--- src/rtl/carry_accum_pkg.sv ---
// Shared definitions for carry_accum: FSM state encoding and sample/counter widths.
package carry_accum_pkg;
  localparam int SAMPLE_W = 2;
  localparam int CNT_W    = 8;

  typedef enum logic [1:0] {
    IDLE  = 2'd0,
    ACCUM = 2'd1,
    HOLD  = 2'd2
  } state_t;
endpackage

--- src/rtl/sat_add.sv ---
// Overflow-aware add of a 2-bit sample into a WIDTH-bit sum; carry flags overflow,
// SATURATE selects clamp-to-max versus modulo wrap.
module sat_add
  import carry_accum_pkg::*;
#(
  parameter int WIDTH    = 8,
  parameter int SATURATE = 1
) (
  input  logic [WIDTH-1:0]    a,
  input  logic [SAMPLE_W-1:0] b,
  output logic [WIDTH-1:0]    sum,
  output logic                carry
);
  logic [WIDTH:0] full;

  assign full  = {1'b0, a} + (WIDTH+1)'(b);
  assign carry = full[WIDTH];
  assign sum   = ((SATURATE != 0) && carry) ? {WIDTH{1'b1}} : full[WIDTH-1:0];
endmodule

--- src/rtl/carry_accum.sv ---
// Frame accumulator: sums COUNT accepted 2-bit samples, then holds the result until taken.
// Optional formal properties are compiled in when CARRY_ACCUM_FORMAL_EN is defined.
module carry_accum
  import carry_accum_pkg::*;
#(
  parameter int WIDTH    = 8,
  parameter int COUNT    = 4,
  parameter int SATURATE = 1
) (
  input  logic                clk,
  input  logic                rst_n,
  input  logic                in_valid,
  input  logic [SAMPLE_W-1:0] in_data,
  output logic                in_ready,
  output logic                out_valid,
  output logic [WIDTH-1:0]    out_data,
  output logic                out_ovf,
  input  logic                out_ready
);
  localparam logic [CNT_W-1:0] COUNT_C = CNT_W'(COUNT);

  state_t             state;
  logic [WIDTH-1:0]   sum;
  logic [CNT_W-1:0]   cnt;
  logic               ovf;

  logic               accept;
  logic [WIDTH-1:0]   add_sum;
  logic               add_carry;
  logic [CNT_W-1:0]   cnt_inc;

  sat_add #(.WIDTH(WIDTH), .SATURATE(SATURATE)) u_add (
    .a     (sum),
    .b     (in_data),
    .sum   (add_sum),
    .carry (add_carry)
  );

  // HOLD only accepts when the held result is being taken in the same cycle.
  assign in_ready  = (state != HOLD) || out_ready;
  assign accept    = in_valid && in_ready;
  assign cnt_inc   = cnt + 8'd1;
  assign out_valid = (state == HOLD);
  assign out_data  = sum;
  assign out_ovf   = ovf;

  always_ff @(posedge clk or negedge rst_n) begin
    if (!rst_n) begin
      state <= IDLE;
      sum   <= '0;
      cnt   <= '0;
      ovf   <= 1'b0;
    end else begin
      case (state)
        IDLE, HOLD: begin
          if (accept) begin
            sum   <= WIDTH'(in_data);
            cnt   <= 8'd1;
            ovf   <= 1'b0;
            state <= (COUNT_C == 8'd1) ? HOLD : ACCUM;
          end else if (state == HOLD && out_ready) begin
            state <= IDLE;
          end
        end
        ACCUM: begin
          if (accept) begin
            sum   <= add_sum;
            cnt   <= cnt_inc;
            ovf   <= ovf | add_carry;
            state <= (cnt_inc == COUNT_C) ? HOLD : ACCUM;
          end
        end
        default: state <= IDLE;
      endcase
    end
  end

`ifdef CARRY_ACCUM_FORMAL_EN
  logic f_init_done = 1'b0;

  always_ff @(posedge clk) f_init_done <= 1'b1;

  always_comb begin
    assume (in_data <= 2'd3);
    assert (cnt <= COUNT_C);
    if (!f_init_done) begin
      assume (!rst_n);
      assert (state == IDLE && sum == '0 && cnt == '0 && !ovf);
    end
  end

  assume property (@(posedge clk) out_valid |-> s_eventually out_ready);

  assert property (@(posedge clk) disable iff (!rst_n)
    (out_valid && !out_ready) |=> ($stable(out_data) && $stable(out_ovf)));

  assert property (@(posedge clk) disable iff (!rst_n)
    accept |-> s_eventually out_valid);
`endif
endmodule

--- config.mk ---
export PLATFORM = sky130hd
export DESIGN_NAME = carry_accum
export DESIGN_NICKNAME = d
export VERILOG_FILES = /design/src/rtl/carry_accum_pkg.sv /design/src/rtl/sat_add.sv /design/src/rtl/carry_accum.sv
export SDC_FILE = /design/constraint.sdc
export NUM_CORES = 1
export LEC_CHECK = 0
export ABC_CLOCK_PERIOD_IN_PS = 4800
export CAP_MARGIN = 25
export CORE_MARGIN = 10
export CORE_UTILIZATION = 52
export CTS_BUF_LIST = sky130_fd_sc_hd__clkbuf_8
export DETAILED_ROUTE_END_ITERATION = 12
export PLACE_DENSITY = 0.77
export SETUP_SLACK_MARGIN = 0.2
export SYNTH_ARGS = -nofsm -noshare
export SYNTH_HDL_FRONTEND = slang
export SYNTH_HIERARCHICAL = 1
export SYNTH_SLANG_ARGS = --single-unit
export TNS_END_PERCENT = 20
--- constraint.sdc ---
create_clock -name clk -period 4.8 [get_ports clk]
set_input_delay 0.48 -clock clk [delete_from_list [all_inputs] [get_ports clk]]
set_output_delay 0.48 -clock clk [all_outputs]
set_load 0.1 [all_outputs]
==> flow_metrics.env <==
export IMPL_status="complete, no violations"
export IMPL_endpoint_kind="output port"
export IMPL_required_ps=4320
export IMPL_nNetsFinal=145
export IMPL_syn_cell_area_um2=1160
export IMPL_synth_top_area_share=0.409
export IMPL_routed_wl_um=2620
export IMPL_synth_most_common_cell="dfrtp_1"
export IMPL_viasPerCell=6.10
export IMPL_power_leakage_uw=0.000649
export IMPL_yosysWarnings=6
export IMPL_syn_avg_cell_area_um2=9.86
export IMPL_power_density_nw_per_um2=522
export IMPL_synthTopCellsByArea="dfrtp_1 (41%), mux2_2 (4.8%), a22o_1 (4.5%)"
export IMPL_slew_viol_final=0
export IMPL_hold_worst_slack_ps=527
export IMPL_drc=0
export IMPL_cts_htree_levels=1
export IMPL_die_w_um=67.3
export IMPL_clk_path_buf_depth=2
export IMPL_maxCapViolCount=0
export IMPL_yosys_area_top_type="dfrtp_1"
export IMPL_dr_pass1_iters=4
export IMPL_hold_buffers=0
export IMPL_dieArea_um2=4530
export IMPL_grt_max_degree=20
export IMPL_insertion_delay_ps=250
export IMPL_clk_pin_slew_worst_paths_ps=70
export IMPL_fillers=198
export IMPL_synth_seq_cells=19
export IMPL_holdCritPathClass="flip-flop to flip-flop"
export IMPL_synth_edff_count=0
export IMPL_netlist_top_cells_count="dfrtp_1 (19), inv_1 (8), nand2_1 (7)"
export IMPL_synth_distinct_cells=44
export IMPL_core_area_um2=2170
export IMPL_initial_utilization=0.536
export IMPL_min_path_cells=1
export IMPL_num_antenna_cells=0
export IMPL_regToRegStartpoint="out_data[0]"
export IMPL_cts_setup_buffers=0
export IMPL_cts_tree="yes"
export IMPL_p_seq_frac=0.357
export IMPL_rr_endpoint="out_data[1]"
export IMPL_switchingPower_uw=340
export IMPL_final_layout_size_suffix_gt1_frac=0.119
export IMPL_ir_worst_vdd_mv=0.395
export IMPL_ys_flop_type="dfrtp_1"
export IMPL_ant_nets=0
export IMPL_cp_arrival_ps=2220
export IMPL_tns_ps=0
export IMPL_fin_cells=162
export IMPL_grt_pass1_vias=994
export IMPL_first_iter_violations=63
export IMPL_seqCellArea_um2=475
export IMPL_gp_congestion=0.876
export IMPL_fin_crit_ps=2700
export IMPL_vias=988
export IMPL_finalSetupViolCount=0
export IMPL_die_h_um=67.3
export IMPL_cts_sinks=19
export IMPL_portBuffers=16
export IMPL_finalHoldViolCount=0
export IMPL_hold_path_end="out_ovf"
export IMPL_reg2reg_depth=8
export IMPL_place_hpwl_um=1940
export IMPL_antenna_found_initial=0
export IMPL_rrSetupSlack_ps=2710
export IMPL_ctsResizeCount=0
export IMPL_wl_per_cell_um=16.1
export IMPL_fmax_mhz=370
export IMPL_syn_instance_count=118
export IMPL_synth_seq_area_share=0.409
export IMPL_swShare=0.473
export IMPL_cts_buffers=3
export IMPL_place_ws_ps=2100
export IMPL_dp_cells=158
export IMPL_grt_setup_unrepaired="no"
export IMPL_relSlewSlack=0.350
export IMPL_area_delta_synth_final_pct=18.5
export IMPL_ios=17
export IMPL_p_clk_frac=0.149
export IMPL_cts_root_buf="clkbuf_8"
export IMPL_internal_power_uw=379
export IMPL_grt_overflow_total=0
export IMPL_fin_worst_skew_ps=3.07
export IMPL_comb_power_share=0.494
export IMPL_synth_fp_nets=128
export IMPL_multi_input_area_um2=626
export IMPL_min_delay_start="out_ovf"
export IMPL_fin_ws_ps=2100
export IMPL_rows=17
export IMPL_crit_type="input port to output port"
export IMPL_async_flop_share=1.00
export IMPL_critPathLaunchType="input port"
export IMPL_tightest_slew_ps=972
export IMPL_fin_crit_sh=0.562
export IMPL_grt_use_total=0.129
export IMPL_grt_pass1_wl_um=4620
export IMPL_worstPathMaxFanout=3
cells in the final DEF (no fill, tap or decap), types with 2 or more instances in the layout:
master / Yosys / routed
mux2_2: 5 / 5
nand4_1: 4 / 4
nand2_1: 7 / 7
clkbuf_8: 0 / 3
dfrtp_1: 19 / 19
nand3_1: 5 / 5
nand3b_1: 2 / 2
o31ai_1: 2 / 2
nor3_1: 2 / 2
inv_1: 8 / 9
o21ai_0: 5 / 5
a211o_1: 3 / 3
ha_1: 3 / 3
a22o_1: 6 / 6
clkdlybuf4s50_1: 0 / 16
inv_2: 2 / 2
o211a_1: 3 / 3
nor4_1: 3 / 3
nor2b_1: 5 / 5
nand2b_1: 2 / 2
a21oi_1: 4 / 4
o2bb2ai_1: 2 / 2
a31oi_1: 2 / 2
layer usage:
metal  up-vias  track usage  wire, µm
met4         0       0.0410        10
met1       487        0.163      1220
met2        23        0.209      1220
met3         2       0.0347       170
li1        476            -         -
met5         -            0         0
per-stage QoR:
step                       util  area (µm²)  power [µW]
after floorplan               -        1160         526
after global placement    0.615        1330         602
after detailed placement  0.615        1330         612
after CTS                 0.636        1380         721
after global routing      0.636        1380         772
final                     0.636        1380         719
cells by family after synthesis:
logic type	after synthesis	synth area share
and+or+nand+nor	42	0.218
AOI/OAI and AO/OA	33	0.213
DFF	19	0.409
buffers and inverters	14	0.0538
muxes	6	0.0570
adders and majority gates	4	0.0495
sequential cells by signal (all words and copies together), names as in the netlist:
register and cells:
cnt 8, out_data 8, state 2, out_ovf 1
worst max-delay path, cell delays in order:
cell and delay (ps):
clkdlybuf4s50_1 480, nand2b_1 120, clkdlybuf4s50_1 1130
power by group through the flow:
stage | registers, µW | logic [µW] | clock network [µW]
5_1_grt | 267 | 390 | 115
6_report | 257 | 355 | 107
2_1_floorplan | 343 | 183 | 0
3_3_place_gp | 256 | 346 | 0
3_5_place_dp | 258 | 354 | 0
4_1_cts | 256 | 356 | 109
area by class of cell:
cell class,instances,area share
multi-input cells,85,0.454
flip-flops and latches,19,0.345
repair buffers,16,0.116
clock buffers,3,0.0299
inverters,10,0.0272
well taps,28,0.0254
clock inverters,1,0.00272
how the worst max path moves through the flow:
stage          startpoint        to  slack [ps]  cells after the start
4_1_cts         out_ready  in_ready        2090                      3
2_1_floorplan    state[0]  in_ready        1400                      3
3_3_place_gp    out_ready  in_ready        2110                      3
3_5_place_dp    out_ready  in_ready        2100                      3
6_report        out_ready  in_ready        2100                      3
5_1_grt         out_ready  in_ready        2060                      3
Power figures use the tool's default switching activity.
